**src/rtl/mul_sched_pkg.sv**
```systemverilog
// mul_sched_pkg: shared widths, tag-width helper and pipeline stage record
package mul_sched_pkg;
  localparam int MUL_W = 32;
  localparam int PROD_W = 64;
  localparam int MAX_TAG_W = 3;
  function automatic int clog2(input int n);
    int r;
    r = 0;
    while ((1 << r) < n) r++;
    return (r == 0) ? 1 : r;
  endfunction
  typedef struct packed {
    logic                 valid;
    logic [MAX_TAG_W-1:0] tag;
    logic                 hi;
  } stage_t;
endpackage

```
**src/rtl/rr_arbiter.sv**
```systemverilog
// rr_arbiter: round-robin one-hot grant searching upward from the last accepted winner
module rr_arbiter
  import mul_sched_pkg::*;
#(
  parameter int NUM_REQ = 4,
  localparam int TW = clog2(NUM_REQ)
) (
  input  logic               clk,
  input  logic               reset_n,
  input  logic [NUM_REQ-1:0] req,
  input  logic               enable,
  input  logic               advance,
  output logic [NUM_REQ-1:0] grant,
  output logic [TW-1:0]      idx
);
  logic [TW-1:0] last_grant;
  logic [TW-1:0] j;
  logic          found;
  // Scanning farthest-first lets the nearest requester after last_grant overwrite idx last.
  always_comb begin
    idx = '0;
    j = '0;
    found = 1'b0;
    for (int k = NUM_REQ; k >= 1; k--) begin
      j = TW'((int'(last_grant) + k) % NUM_REQ);
      if (req[j]) begin
        idx = j;
        found = 1'b1;
      end
    end
    grant = (enable && found) ? NUM_REQ'(1) << idx : '0;
  end
  always_ff @(posedge clk or negedge reset_n)
    if (!reset_n) last_grant <= TW'(NUM_REQ - 1);
    else if (advance && |grant) last_grant <= idx;
endmodule

```
**src/rtl/mul_cell_sched.sv**
```systemverilog
// mul_cell_sched: round-robin sharing of a two-stage pipelined 32x32 multiply cell
module mul_cell_sched
  import mul_sched_pkg::*;
#(
  parameter int NUM_REQ = 4
) (
  input  logic                     clk,
  input  logic                     reset_n,
  input  logic [NUM_REQ-1:0]       req_valid,
  output logic [NUM_REQ-1:0]       req_ready,
  input  logic [MUL_W*NUM_REQ-1:0] req_src1,
  input  logic [MUL_W*NUM_REQ-1:0] req_src2,
  input  logic [NUM_REQ-1:0]       req_src1_signed,
  input  logic [NUM_REQ-1:0]       req_src2_signed,
  input  logic [NUM_REQ-1:0]       req_hi,
  output logic [NUM_REQ-1:0]       rsp_valid,
  input  logic [NUM_REQ-1:0]       rsp_ready,
  output logic [MUL_W-1:0]         rsp_data,
  output logic [MUL_W-1:0]         cell_src1,
  output logic [MUL_W-1:0]         cell_src2,
  output logic                     cell_signa,
  output logic                     cell_signb,
  output logic                     cell_en0,
  output logic                     cell_en1,
  input  logic [PROD_W-1:0]        cell_result
);
  localparam int TW = clog2(NUM_REQ);
  logic               stall;
  logic [NUM_REQ-1:0] grant;
  logic [TW-1:0]      idx;
  logic [TW-1:0]      s2_tag;
  stage_t             s1, s2;
  assign s2_tag = s2.tag[TW-1:0];
  assign stall = s2.valid & ~rsp_ready[s2_tag];
  assign cell_en0 = ~stall;
  assign cell_en1 = ~stall;
  assign req_ready = grant;
  // Gating with reset_n keeps any request from being accepted while reset is held.
  rr_arbiter #(.NUM_REQ(NUM_REQ)) u_arb (
    .clk     (clk),
    .reset_n (reset_n),
    .req     (req_valid),
    .enable  (~stall & reset_n),
    .advance (~stall),
    .grant   (grant),
    .idx     (idx)
  );
  assign cell_src1 = req_src1[MUL_W*idx +: MUL_W];
  assign cell_src2 = req_src2[MUL_W*idx +: MUL_W];
  assign cell_signa = req_src1_signed[idx];
  assign cell_signb = req_src2_signed[idx];
  always_ff @(posedge clk or negedge reset_n)
    if (!reset_n) begin
      s1 <= '0;
      s2 <= '0;
    end else if (!stall) begin
      s1 <= '{valid: |grant, tag: MAX_TAG_W'(idx), hi: req_hi[idx]};
      s2 <= s1;
    end
  assign rsp_valid = s2.valid ? NUM_REQ'(1) << s2_tag : '0;
  assign rsp_data = s2.hi ? cell_result[PROD_W-1:MUL_W] : cell_result[MUL_W-1:0];
endmodule

```
**config.mk**
```make
export PLATFORM = sky130hd
export DESIGN_NAME = mul_cell_sched
export DESIGN_NICKNAME = d
export VERILOG_FILES = /design/src/rtl/mul_sched_pkg.sv /design/src/rtl/rr_arbiter.sv /design/src/rtl/mul_cell_sched.sv
export SDC_FILE = /design/constraint.sdc
export NUM_CORES = 1
export LEC_CHECK = 0
export ABC_AREA = 1
export CELL_PAD_IN_SITES_DETAIL_PLACEMENT = 1
export CELL_PAD_IN_SITES_GLOBAL_PLACEMENT = 1
export CORE_ASPECT_RATIO = 0.7
export CORE_MARGIN = 8
export CORE_UTILIZATION = 15
export CTS_CLUSTER_DIAMETER = 30
export DETAILED_ROUTE_END_ITERATION = 7
export HOLD_SLACK_MARGIN = 0.03
export PLACE_DENSITY_LB_ADDON = 0.1
export SYNTH_ARGS = -nofsm -noshare
export SYNTH_HDL_FRONTEND = slang
export SYNTH_SLANG_ARGS = --single-unit
```
**constraint.sdc**
```tcl
create_clock -name clk -period 5.5 [get_ports clk]
set_input_delay 1.65 -clock clk [delete_from_list [all_inputs] [get_ports clk]]
set_output_delay 1.65 -clock clk [all_outputs]
set_load 0.005 [all_outputs]
```
==> out/metrics.cfg, run 1 <==
[status]
status = finished, violations left
violations = setup timing

[synthesis]
yosys_register_bits = 10
synth_warnings = 0
syn_area_um2 = 3470
synthFlopType = dfrtp_1
syn-num-nets = 1127
synth_cell_types = 23
syn_inst = 785
syn_area_per_cell_um2 = 4.42
synthArstFlopShare_pct = 100
synth_seq_area_share_pct = 7.28
synth-edff-count = 0

[critical_path]
cp-start-kind = input pin
worstPathRequired_ns = 3.85
critical_path_arrival_ns = 3.89
end_kind = output port
slowest_delay_ns = 0.51
cpMaxStageDelayCell = clkdlybuf4s50_1
path_class = input pin to output port
crit_top_cell = nand2_1
crit_chain = clkdlybuf4s50_1, nand2_1, nand2_2, nand2_1, nand2_1, nand2_2, nand2_2, nand2_4, nand2_8, inv_6, nor2_4, buf_6, buf_12, nand2_1, nand3_1, clkdlybuf4s50_1
worstPathMaxFanout = 7

[floorplan]
top_level_ports = 450
fp.coreArea_um2 = 22700
start_util_pct = 15.3
chipWidth_um = 198
die_h_um = 143
die-area_um2 = 28400
row_count = 46

[timing]
finalCritPeriodShare_pct = 101
rsz0062_at_grt = true
relSlewSlack_pct = 51.7
worst_hold_slack_ns = 0.449
tightest_slew_ns = 0.723
hold_viol = 0
min_period_ns = 5.54
skew_ns = 0.00232
slew_violations = 0
finalSetupViolCount = 1
max_clock_freq_mhz = 180
setup_ws_ns = -0.0440
setup_tns_ns = -0.0440

[clock_tree]
cts-root-buf = clkbuf_16
numCtsBuffers = 3
postCtsHoldBufs = 0
worstSkewPairLatency_ns = 0.24
clkSinkCount = 10
htree_levels = 1
clockBufferDepth = 2
clk_pin_slew_worst_paths_ns = 0.04
cts_tree = built

[detailed_routing]
vias_per_cell = 4.09
drt_iter0_drc = 210
wl_per_cell_um = 19.5
ant_nets = 0
vias = 6397
dr.pass1.iters = 4
drt-total-wl_um = 30500
drc = 0

[global_route]
grt_pass1_wl_um = 41600
overflow = 0
grt_start_max_net_pins = 46
grt_usage_pct = 19.0
antenna_found_initial = 4
grt_pass1_vias = 6503

[placed_design]
post-place-cells = 1535
port_buffers = 449
dp_hpwl_um = 24800
preCtsSetupSlack_ns = -0.281
place_congestion = 0.894
place_area_um2 = 8410

[final_layout]
fin_cells = 1565
nNetsFinal = 1595
final_cell_mix = nand2_1 (399), clkdlybuf4s50_1 (379), inv_1 (150), nand3_1 (139), dlygate4sd2_1 (40)
mostFrequentLayoutCell = nand2_1
final_cell_area_um2 = 8890
syn_to_final_growth_pct = 156
drive_above_1_share_pct = 7.51

[power_and_ir_drop]
max-vdd-ir-drop_mv = 0.384
power_density_nw_per_um2 = 672
p_leak_nw = 4.68

[job]
cap_violations = 0

[worst_hold_path]
hp-class = flip-flop to flip-flop

layout make-up:
cell class	instances	area (µm²)
well taps	312	390
diodes	1	2.50
repair buffers	508	5100
fillers	3021	13800
inverters	154	586
flip-flops and latches	10	253
clock buffers	4	88.8
multi-input cells	576	2470
metal layers:
layer  vias to the layer above  wire [µm]  GRT usage [%]
met1                      2878      12700           22.1
met2                       228      14900           34.4
met3                        23       2500           6.17
met4                         6        320           2.63
met5                         -         34              0
li1                       3262          -              -
per-stage QoR:
stage	total power [mW]	util, %
after floorplan	2.53	-
after global routing	6.58	39.2
after global placement	5.66	37.1
after CTS	5.53	37.5
final	5.97	39.2
after detailed placement	5.67	37.1
report_power, final:
part / switching (mW) / total, mW / internal (mW)
clock network: 0.0347 / 0.144 / 0.109
registers: 0.0409 / 0.160 / 0.119
logic: 2.98 / 5.67 / 2.69
total: 3.06 / 5.97 / 2.92
cell families (layout without fill, tap and decap cells):
family / Yosys count / after routing / share of synthesized area, %
AND/OR/NAND/NOR: 565 / 565 / 67.3
buffers and inverters: 199 / 666 / 23.7
AO/OA/AOI/OAI: 11 / 11 / 1.69
flip-flops: 10 / 10 / 7.28
other: 0 / 1 / 0
synth_stat cells, types with 2 or more instances:
master    instances  share of area (%)
nand3_1         141                 20
buf_4             2               0.43
buf_2            17                2.4
nand2_1         405                 44
nor2_1            5               0.54
inv_1           151                 16
clkbuf_1         20                2.2
buf_6             6                1.9
dfrtp_1           8                5.8
nor3_1            7                1.0
dfstp_2           2                1.5
inv_2             2               0.22
o21ai_0           6               0.86
a21oi_1           3               0.43
nand2_2           2               0.36
worst max-delay path, delay by kind of cell:
kind                   cells  cell delay [ns]
buffers and inverters      5             1.28
AND/OR/NAND/NOR           11             0.94
worst paths after layout:
check                                           end  slack, ns  cells past startpoint                start
max in group asynchronous       u_arb.last_grant[0]       3.53                      2              reset_n
worst min-delay path                          s2[4]       0.45                      2                s1[4]
worst max-delay path                  cell_src2[23]      -0.04                     16         req_valid[0]
min in group asynchronous                     s1[4]       1.75                      2              reset_n
worst max register to register                s1[0]       3.38                     12  u_arb.last_grant[0]
worst min register to register                s2[4]       0.45                      2                s1[4]
flip-flops by register name (all words and copies together) (netlist names):
register	flops
s2	4
u_arb.last_grant	2
s1	4
repair_timing:
item	CTS	global route
gates cloned	0	6
resized for setup	66	69
endpoints found under the hold margin	0	0
pin swaps	1	11
buffers inserted	4	16
endpoints found under the setup margin	69	64
No activity file was read; power rests on OpenSTA's default activity.
==> run 2: changes to the inputs <==
==> constraint.sdc (replaced) <==
create_clock -name clk -period 5.5 [get_ports clk]
set_input_delay 1.1 -clock clk [delete_from_list [all_inputs] [get_ports clk]]
set_output_delay 1.1 -clock clk [all_outputs]
set_load 0.005 [all_outputs]
==> run 2 against run 1 <==
  * The flow now finishes without violations
  * Maximum frequency rose by 16%
  * Count of clock-buffer cells in the layout did not move
  * Die area did not move
  * Routed wire length fell by 5.7%
  * Sequential power fell by 3%
  * Utilization fell by 2.5 points
  * First-iteration DRC count fell by 6.7%
  * Final area fell by 6.4%
  * Critical path type unchanged
  * Largest power group unchanged
==> out/metrics.cfg, run 2 (same netlist as run 1, synthesis figures left out) <==
[status]
status = completed

[final_layout]
largestRegisters = s1 x4, s2 x4, u_arb.last_grant x2
final_cell_area_um2 = 8320  ; -6.4%
syn_to_final_growth_pct = 140
fin_cells = 1524  ; -2.6%
mostFrequentLayoutCell = clkdlybuf4s50_1
drive_above_1_share_pct = 2.24  ; -5.3 points
nNetsFinal = 1549  ; -2.9%
final_cell_mix = clkdlybuf4s50_1 (449), nand2_1 (405), inv_1 (151), nand3_1 (141), buf_4 (12)

[floorplan]
top_level_ports = 450  ; unchanged
die-area_um2 = 28400  ; unchanged
start_util_pct = 15.3  ; unchanged
chipWidth_um = 198  ; unchanged
row_count = 46  ; unchanged
fp.coreArea_um2 = 22700  ; unchanged
die_h_um = 143  ; unchanged

[global_route]
antenna_found_initial = 4  ; unchanged
grt_pass1_vias = 6236  ; -4.1%
grt_usage_pct = 18.9  ; -0.098 points
grt_pass1_wl_um = 41000  ; -1.4%
overflow = 0  ; unchanged
grt_start_max_net_pins = 71  ; +54%

[placed_design]
place_area_um2 = 8230  ; -2.2%
preCtsSetupSlack_ns = 0.682  ; +0.964 ns
place_congestion = 0.866  ; -3.2%
post-place-cells = 1514  ; -1.4%
dp_hpwl_um = 24400  ; -1.5%
port_buffers = 449  ; unchanged

[clock_tree]
cts.repair.resized = 0  ; -100%
clockBufferDepth = 2  ; unchanged
cts_tree = built
htree_levels = 1  ; unchanged
clkSinkCount = 10  ; unchanged
clk_pin_slew_worst_paths_ns = 0.04  ; about the same
numCtsBuffers = 3  ; unchanged
cts-root-buf = clkbuf_16
cts_setup_buffers = 0  ; -4
postCtsHoldBufs = 0  ; unchanged
worstSkewPairLatency_ns = 0.23  ; about the same

[job]
cap_violations = 0  ; unchanged

[detailed_routing]
drt-total-wl_um = 28800  ; -5.7%
ant_nets = 0  ; unchanged
drt_iter0_drc = 196  ; -6.7%
drc = 0  ; unchanged
wl_per_cell_um = 18.9  ; -3.2%
vias = 6141  ; -4.0%
vias_per_cell = 4.03  ; -1.4%
dr.pass1.iters = 4  ; unchanged

[critical_path]
cpMaxStageDelayCell = clkdlybuf4s50_1
crit_top_cell = nand2_1
path_class = input pin to output port
critical_path_arrival_ns = 3.70  ; -0.19 ns
end_kind = output port
worstPathRequired_ns = 4.40  ; +0.55 ns
crit_chain = clkdlybuf4s50_1, nand2_1, nand2_1, nand2_1, nand2_1, inv_1, nand2_1, nand2_1, nand2_2, buf_4, inv_1, nor2_1, inv_1, nor2_1, clkdlybuf4s50_1
worstPathMaxFanout = 44  ; +37
slowest_delay_ns = 0.52  ; about the same
cp-start-kind = input pin

[timing]
finalCritPeriodShare_pct = 87.2  ; -14 points
finalSetupViolCount = 0  ; -1
relSlewSlack_pct = 21.9  ; -30 points
skew_ns = 0.00411  ; +0.00179 ns
slew_violations = 0  ; unchanged
setup_ws_ns = 0.704  ; +0.748 ns
hold_viol = 0  ; unchanged
max_clock_freq_mhz = 209  ; +16%
min_period_ns = 4.80  ; -0.748 ns
rsz0062_at_grt = false
setup_tns_ns = 0  ; +0.0440 ns
tightest_slew_ns = 1.17  ; +0.448 ns

[power_and_ir_drop]
p_leak_nw = 4.10  ; -12%
power_density_nw_per_um2 = 653  ; -2.8%
max-vdd-ir-drop_mv = 0.674  ; +76%
p_total_mw = 5.44  ; -9.0%

[worst_hold_path]
hp-class = flip-flop to flip-flop

## run 2: report_power, final
group          internal [mW]  total (mW)  leakage, nW  switching (mW)
sequential             0.119       0.155        0.117          0.0356
clock                 0.0970       0.129       0.0382          0.0323
combinational           2.46        5.15         3.95            2.70
## run 2: stage by stage
step | hold WS [ns] | util [%]
floorplan | 0.420 | -
global placement | 0.435 | 36.3
detailed placement | 0.442 | 36.3
CTS | 0.449 | 36.6
global route | 0.485 | 36.7
finish | 0.443 | 36.7
## run 2: cell type report
class	instances	area, µm²
diodes	6	15.0
clock buffers	4	78.8
well taps	312	390
flip-flops and latches	10	253
repair buffers	462	4600
multi-input cells	576	2400
inverters	154	581
fillers	3018	14400
## run 2: layer usage
metal  vias to the layer above  wire (µm)  track usage, %
li1                       3171          -               -
met2                       229      13900            33.1
met5                         -         23               0
met4                         4        318            3.25
met3                        18       2550            6.00
met1                      2719      12000            22.7
## run 2: worst paths after layout
kind / to / from / slack (ns) / cells past startpoint
setup / recovery: req_ready[0] / req_valid[0] / 0.70 / 15
hold / removal: s2[4] / s1[4] / 0.44 / 2
setup reg to reg: s1[0] / u_arb.last_grant[0] / 3.22 / 13
hold reg to reg: s2[4] / s1[4] / 0.44 / 2
max in group asynchronous: s1[4] / reset_n / 3.88 / 1
min in group asynchronous: s2[2] / reset_n / 1.24 / 1
## run 2: worst max-delay path, delay by kind of cell
kind                   cells  cell delay (ns)
buffers and inverters      6             1.71
and+or+nand+nor            9             0.87
==> run 3: changes to the inputs <==
Settings changed: CORE_AREA set to 2 2 175 177, CORE_ASPECT_RATIO 0.7 to not set, CORE_MARGIN 8 to not set, CORE_UTILIZATION 15 to not set, DIE_AREA set to 0 0 177 179.
==> run 3 against run 2 <==
  * Critical path depth down 1
  * Hold slack improved by 0.0065 ns
  * Worst setup slack worse by 0.19 ns
  * Combinational power rose by 0.8%
  * Sequential share of layout area hardly changed
  * Count of clock-buffer cells in the layout unchanged
  * Die area increased by 12%
  * Maximum frequency fell by 3.9%
  * Sequential cell count did not move
  * Via count increased by 0.15%
  * Clock power is 11% higher
  * Clock skew down 0.0011 ns
  * Critical path type unchanged
==> out/metrics.cfg, run 3 (same netlist as run 1, synthesis figures left out) <==
[global_route]
grt_start_max_net_pins = 71  ; unchanged
grt_usage_pct = 15.2  ; -3.7 points
overflow = 0  ; unchanged
antenna_found_initial = 2  ; -2
grt_pass1_wl_um = 36400  ; -11%
grt_pass1_vias = 6105  ; -2.1%

[critical_path]
worstPathMaxFanout = 70  ; +59%
slowest_delay_ns = 0.65  ; +0.13 ns
crit_top_cell = nand2_1
cpMaxStageDelayCell = buf_4
crit_chain = clkdlybuf4s50_1, inv_1, o21ai_1, nand2_1, nand2_1, nand2_1, nand3_2, nand2_4, inv_2, buf_4, nand2_1, nand3_1, nand3_1, clkdlybuf4s50_1
worstPathRequired_ns = 4.40  ; about the same
path_class = input pin to output port
cp-start-kind = input pin
critical_path_arrival_ns = 3.89  ; +0.19 ns
end_kind = output port

[timing]
tightest_slew_ns = 1.05  ; -0.119 ns
skew_ns = 0.00298  ; -0.00113 ns
worst_hold_slack_ns = 0.450  ; +0.00652 ns
relSlewSlack_pct = 29.8  ; +8.0 points
hold_viol = 0  ; unchanged
finalCritPeriodShare_pct = 90.7  ; +3.5 points
setup_tns_ns = 0  ; unchanged
finalSetupViolCount = 0  ; unchanged
rsz0062_at_grt = false
slew_violations = 0  ; unchanged
min_period_ns = 4.99  ; +0.192 ns
max_clock_freq_mhz = 200  ; -3.9%

[clock_tree]
numCtsBuffers = 3  ; unchanged
cts.repair.resized = 0  ; unchanged
clkSinkCount = 10  ; unchanged
postCtsHoldBufs = 0  ; unchanged
cts-root-buf = clkbuf_16
worstSkewPairLatency_ns = 0.24  ; about the same
htree_levels = 1  ; unchanged
cts_setup_buffers = 0  ; unchanged
clk_pin_slew_worst_paths_ns = 0.04  ; about the same
cts_tree = built
clockBufferDepth = 2  ; unchanged

[detailed_routing]
drt_iter0_drc = 147  ; -25%
ant_nets = 0  ; unchanged
dr.pass1.iters = 4  ; unchanged
wl_per_cell_um = 16.3  ; -13%
drt-total-wl_um = 26100  ; -9.1%
drc = 0  ; unchanged
vias_per_cell = 3.85  ; -4.6%
vias = 6150  ; +0.15%

[power_and_ir_drop]
p_seq_share_pct = 2.8  ; about the same
max-vdd-ir-drop_mv = 0.362  ; -46%
p_leak_nw = 4.10  ; about the same
combPwrFrac_pct = 94.5  ; -0.3 points
switchingPower_mw = 2.78  ; +0.65%
p_int_mw = 2.71  ; +1.3%
power_density_nw_per_um2 = 652  ; -0.25%
sw_frac_of_total_pct = 50.7  ; -0.17 points
pwr-share-clk_pct = 2.6  ; +0.2 points

[floorplan]
start_util_pct = 11.6  ; -3.8 points
chipWidth_um = 177  ; -11%
top_level_ports = 450  ; unchanged
die-area_um2 = 31700  ; +12%
die_h_um = 179  ; +25%
fp.coreArea_um2 = 30000  ; +32%
row_count = 64  ; +39%

[final_layout]
nNetsFinal = 1545  ; -0.26%
drive_above_1_share_pct = 2.00  ; -0.24 points
syn_to_final_growth_pct = 143
final_cell_mix = clkdlybuf4s50_1 (449), nand2_1 (405), inv_1 (151), nand3_1 (141), dfrtp_1 (8)
mostFrequentLayoutCell = clkdlybuf4s50_1
largestRegisters = s1 x4, s2 x4, u_arb.last_grant x2

[placed_design]
place_congestion = 0.738  ; -15%
dp_hpwl_um = 21800  ; -11%
port_buffers = 449  ; unchanged

[status]
status = completed

[job]
cap_violations = 0  ; unchanged

[worst_hold_path]
hp-class = flip-flop to flip-flop

## run 3: changes by cell type in the layout (fill, tap and decap cells not counted), sizes merged
cell   change
diode      -5
buf        -4
## run 3: critical path, delay by kind of cell
| family | cells | cell delay (ns) |
|---|---|---|
| buffers and inverters | 5 | 1.71 |
| and+or+nand+nor | 8 | 0.83 |
| AOI/OAI and AO/OA | 1 | 0.20 |
## run 3: final cells by class
class | count | area, µm²
diodes | 1 | 2.50
clock buffers | 4 | 88.8
fillers | 3845 | 21600
inverters | 154 | 581
multi-input cells | 576 | 2410
flip-flops and latches | 10 | 253
well taps | 396 | 495
repair buffers | 458 | 4600
## run 3: worst paths after layout
| kind | endpoint | startpoint | depth (start not counted) | slack, ns |
|---|---|---|---|---|
| setup / recovery | cell_signa | req_valid[3] | 14 | 0.51 |
| hold / removal | s2[4] | s1[4] | 2 | 0.45 |
| setup reg to reg | s1[0] | u_arb.last_grant[0] | 14 | 2.96 |
| hold reg to reg | s2[4] | s1[4] | 2 | 0.45 |
| max in group asynchronous | s2[0] | reset_n | 1 | 3.88 |
| min in group asynchronous | s2[2] | reset_n | 1 | 1.24 |
## run 3: power groups by stage
stage                     logic (mW)  registers [mW]  clock network [mW]
after global placement          5.40           0.157                   0
after CTS                       5.41           0.157               0.146
after floorplan                 2.39           0.138                   0
after global routing            5.79           0.163               0.151
after detailed placement        5.37           0.157                   0
final                           5.19           0.156               0.143
## run 3: layer usage
metal / routed length, µm / GRT usage [%]
met3: 2580 / 5.13
met4: 244 / 1.76
met2: 13800 / 30.2
met1: 9500 / 15.5
met5: 13 / 0
## run 3: through the flow
stage / power (mW) / cells / utilization, % / worst slack, ns / cell area [µm²]
after floorplan: 2.53 / 785 / - / 2.11 / 3470
after global placement: 5.56 / 1594 / 27.8 / 0.420 / 8340
after detailed placement: 5.53 / 1594 / 27.8 / 0.400 / 8340
after CTS: 5.71 / 1598 / 28.1 / 0.398 / 8420
after global routing: 6.11 / 1599 / 28.1 / 0.187 / 8430
final: 5.49 / 1599 / 28.1 / 0.512 / 8430
